<file path="config.mk">
export PLATFORM = sky130hd
export DESIGN_NAME = light_pattern_gen
export DESIGN_NICKNAME = d
export VERILOG_FILES = /design/src/rtl/light_pkg.sv /design/src/rtl/tick_prescaler.sv /design/src/rtl/light_pattern_gen.sv
export SDC_FILE = /design/constraint.sdc
export NUM_CORES = 1
export LEC_CHECK = 0
export BUFFER_PORTS_ARGS = -buffer_cell sky130_fd_sc_hd__buf_2
export CAP_MARGIN = 20
export CORE_MARGIN = 4
export CORE_UTILIZATION = 30
export CTS_CLUSTER_SIZE = 12
export DETAILED_ROUTE_END_ITERATION = 10
export MAX_ROUTING_LAYER = met4
export PLACE_DENSITY_LB_ADDON = 0.08
export SYNTH_ARGS = -nofsm -noshare
export SYNTH_HDL_FRONTEND = slang
export SYNTH_SLANG_ARGS = --single-unit
</file>
<file path="constraint.sdc">
create_clock -name clk -period 2.67 [get_ports clk]
set_input_delay 0.534 -clock clk [delete_from_list [all_inputs] [get_ports clk]]
set_output_delay 0.534 -clock clk [all_outputs]
set_load 0.005 [all_outputs]
</file>
<file path="src/rtl/light_pkg.sv">
// light_pkg: shared mode and direction encodings for the light pattern blocks
package light_pkg;
   localparam logic [1:0] MODE_HOLD   = 2'b00;
   localparam logic [1:0] MODE_ROT_L  = 2'b01;
   localparam logic [1:0] MODE_ROT_R  = 2'b10;
   localparam logic [1:0] MODE_BOUNCE = 2'b11;
   typedef enum logic {DIR_LEFT = 1'b0, DIR_RIGHT = 1'b1} dir_t;
endpackage

</file>
<file path="src/rtl/tick_prescaler.sv">
// tick_prescaler: divides enabled clk cycles into a one-cycle step strobe every TICK_DIV cycles
module tick_prescaler #(
   parameter int TICK_DIV = 4
) (
   input  logic clk,
   input  logic reset,
   input  logic enable,
   input  logic clear,
   output logic step
);
   localparam int CNT_W = $clog2(TICK_DIV) + 1;
   localparam logic [CNT_W-1:0] LAST = CNT_W'(TICK_DIV - 1);
   logic [CNT_W-1:0] cnt;
   assign step = enable && (cnt == LAST);
   // count enabled cycles, restarting on clear or after the last count
   always_ff @(posedge clk or posedge reset)
      if (reset) cnt <= '0;
      else if (clear) cnt <= '0;
      else if (enable) cnt <= step ? '0 : cnt + CNT_W'(1);
endmodule

</file>
<file path="src/rtl/light_pattern_gen.sv">
// light_pattern_gen: WIDTH-bit LED pattern register with hold/rotate/bounce stepping and wrap pulse
module light_pattern_gen
   import light_pkg::*;
#(
   parameter int WIDTH    = 8,
   parameter int TICK_DIV = 4
) (
   input  logic             clk,
   input  logic             reset,
   input  logic             enable,
   input  logic [1:0]       mode,
   input  logic             load,
   input  logic [WIDTH-1:0] load_value,
   output logic [WIDTH-1:0] dout,
   output logic             wrap
);
   localparam logic [WIDTH-1:0] MSB_ONLY = {1'b1, {(WIDTH-1){1'b0}}};
   localparam logic [WIDTH-1:0] LSB_ONLY = {{(WIDTH-1){1'b0}}, 1'b1};
   logic             step;
   logic             next_wrap;
   logic [1:0]       prev_mode;
   logic [WIDTH-1:0] next_dout;
   dir_t             dir, eff_dir, next_dir;

   tick_prescaler #(.TICK_DIV(TICK_DIV)) u_tick (
      .clk    (clk),
      .reset  (reset),
      .enable (enable),
      .clear  (load),
      .step   (step)
   );

   // next pattern, wrap and bounce direction if a step were taken this cycle
   always_comb begin
      eff_dir   = (prev_mode == MODE_BOUNCE) ? dir : DIR_LEFT;
      next_dout = dout;
      next_wrap = 1'b0;
      next_dir  = dir;
      if (&dout) begin
         next_dout = (mode == MODE_HOLD) ? dout : (mode == MODE_ROT_R) ? MSB_ONLY : LSB_ONLY;
         next_dir  = (mode == MODE_BOUNCE) ? DIR_LEFT : dir;
      end else begin
         case (mode)
            MODE_ROT_L: begin
               next_dout = {dout[WIDTH-2:0], dout[WIDTH-1]};
               next_wrap = dout[WIDTH-1];
            end
            MODE_ROT_R: begin
               next_dout = {dout[0], dout[WIDTH-1:1]};
               next_wrap = dout[0];
            end
            MODE_BOUNCE: begin
               next_wrap = (eff_dir == DIR_LEFT) ? dout[WIDTH-1] : dout[0];
               next_dir  = next_wrap ? ((eff_dir == DIR_LEFT) ? DIR_RIGHT : DIR_LEFT) : eff_dir;
               next_dout = (next_dir == DIR_LEFT) ? dout << 1 : dout >> 1;
            end
            default: ;
         endcase
      end
   end

   // pattern state: load beats step, wrap only pulses on the step edge
   always_ff @(posedge clk or posedge reset)
      if (reset) begin
         dout      <= '1;
         wrap      <= 1'b0;
         dir       <= DIR_LEFT;
         prev_mode <= MODE_HOLD;
      end else if (load) begin
         dout <= load_value;
         wrap <= 1'b0;
         dir  <= DIR_LEFT;
      end else if (step) begin
         dout      <= next_dout;
         wrap      <= next_wrap;
         dir       <= next_dir;
         prev_mode <= mode;
      end else begin
         wrap <= 1'b0;
      end
endmodule
</file>
==> impl_metrics.yaml <==
timing:
  final.min_clock_period_ns: 1.90
  worst_pin_slew_ns: 0.756
  finalWorstSetupSlack_ns: 0.765
  rsz0062_at_grt: "no"
  timing.final.hold_violations: 0
  setup_tns_ns: 0
  fmax_mhz: 525
  fin_worst_skew_ns: 0.00345
  slew_violations: 0
  post-route-period-util_pct: 71.3
  slew_headroom_pct: 49.5
  setup-violations-final: 0
  whs_ns: 0.298
routing:
  firstDrtPassIters: 4
  routed_wl_um: 2580
  dr.first_iter.drc_count: 53
  wl_per_cell_um: 15.5
  vias: 897
  vias_per_cell: 5.40
  route.detailed.drc: 0
  antenna_left: 0
yosys:
  synth_cells: 100
  yosysTopAreaCellShare_pct: 22.2
  ys_seq_elements: 15
  ys_types: 41
  synth_top_area_cell: "dfstp_2"
  ys.flop_type: "dfstp_2"
  synth_edf_count: 0
  synth_area_leaders: "dfstp_2 (22%), dfrtp_1 (18%), nand2_1 (5.2%), a22oi_1 (4.8%), nand4_1 (4.0%)"
  yosysSeqAreaShare_pct: 40.7
  synthArstFlopShare_pct: 100
  avgSynthCellArea_um2: 9.47
  netlist_area_um2: 947
  syn_nets: 115
  yosysWarnings: 0
global_routing:
  grt_pass1_vias: 869
  grt_max_degree: 16
  grt_pass1_wl_um: 4400
  grt_overflow: 0
  grt_usage_pct: 14.2
  antenna_found_initial: 0
final_layout:
  final_cells: 166
  num-fill-cells: 344
  final_nets: 138
  drive_above_1_share_pct: 32.0
  seqCellArea_um2: 385
  area_growth_pct: 18.1
  final_cell_mix: "buf_2 (22), nand2_1 (13), dfstp_2 (8)"
  post-route-util_pct: 36.9
  finalInstanceArea_mm2: 0.00112
  multi_input_area_um2: 527
  antennaDiodeCount: 0
  final_common_cell: "buf_2"
floorplan:
  die_x_um: 64.2
  dieArea_mm2: 0.00412
  die_height_um: 64.2
  fp.coreArea_mm2: 0.00303
  ioPinCount: 23
  row_count: 20
  start_util_pct: 31.3
worst_setup_path:
  critPathLaunchType: "flip-flop"
  cp.required_ns: 2.88
  endpoint_kind: "flip-flop"
  critPathMaxFanout: 12
  critPathKind: "reg -> reg"
  critPathArrivalTime_ns: 2.12
cts:
  clock_latency_ns: 0.29
  cts_hold_buffers: 0
  cts_root_buf: "clkbuf_4"
  clock-sinks: 15
  cts_tree: "done"
  cts_setup_buffers: 0
  clockBufferDepth: 2
  cts_resized: 0
  cts_buffers: 3
  h-tree-depth: 1
  path_clk_slew_ns: 0.10
pwr:
  switching_share_pct: 30.3
  power.switching_uw: 154
  p_leak_nw: 0.457
  pwr-share-seq_pct: 54.9
  p_clk_share_pct: 27.0
  combPwrFrac_pct: 18.1
  ir_drop_mv: 0.241
  intPower_uw: 354
  p_per_area_mw_per_mm2: 454
  totalPowerFinal_uw: 508
place:
  placed_area_mm2: 0.00109
  dp_hpwl_um: 1850
  gp_congestion: 0.792
  place_ws_ns: 0.556
  portBuffers: 22
  placed_cells: 162
run_status:
  status: "complete, no violations"
min_path:
  hp-class: "in -> async"
job:
  maxCapViolCount: 0
-- power groups by stage --
stage	clock [mW]	sequential [mW]	combinational, mW
CTS	0.143	0.279	0.0938
detailed placement	0	0.283	0.0930
global placement	0	0.283	0.0932
finish	0.137	0.279	0.0918
floorplan	0	0.277	0.0551
global route	0.159	0.283	0.105
-- synthesized netlist by cell type (all sizes together) (2+ instances only) --
library cell	number
nor2	2
a31oi	3
o211ai	4
and4	3
a211oi	2
mux2	2
nand2	13
o21ai	4
dfrtp	7
nand2b	4
buf	2
or2	2
inv	4
nand3	3
clkbuf	2
dfstp	8
nand4	6
a22oi	6
a21oi	6
-- metal layers --
layer	vias to the layer above	wire (um)	part of all wire (%)	track usage, %
met1	437	1140	44	18.0
li1	432	-	-	-
met2	24	1280	50	21.9
met4	0	46	1.8	6.33
met5	-	0	0	-
met3	4	107	4.2	2.81
-- worst paths after layout --
check / slack [ns] / end / from / cells past startpoint
min in group clk: 0.48 / dout[0] / load_value[0] / 3
min reg2reg: 0.53 / dout[5] / dout[4] / 2
max: 0.77 / dout[1] / u_tick.cnt[0] / 5
min: 0.30 / u_tick.cnt[0] / reset / 2
max in group asynchronous: 1.98 / wrap / reset / 2
max reg2reg: 0.77 / dout[1] / u_tick.cnt[0] / 5
-- state kept, by name (all words and copies together) (netlist names) --
signal / cells
u_tick.cnt: 3
wrap: 1
prev_mode: 2
dout: 8
dir: 1
-- kinds of logic (layout without fill, tap and decap cells) --
group           count (synthesis)  in the layout  share of synthesized area (%)
flops                          15             15                           40.7
fa+ha+maj                       1              1                           1.32
buf+inv                         8             30                           3.70
compound gates                 32             32                           23.8
simple gates                   41             41                           27.1
mux                             3              3                           3.43
-- critical path: stages (launching register included) --
cell       delay, ns
dfrtp_1         0.37
ha_1            0.25
nand4bb_4       0.17
a211oi_2        0.63
o21ai_0         0.20
o21ai_0         0.21
-- cell type report --
type / count / area share (%)
Tap cell: 44 / 4.92
Multi-Input combinational cell: 77 / 47.1
Timing Repair Buffer: 22 / 9.84
Clock buffer: 4 / 2.35
Inverter: 4 / 1.34
Sequential cell: 15 / 34.5
No activity file was read; power rests on OpenSTA's default activity.
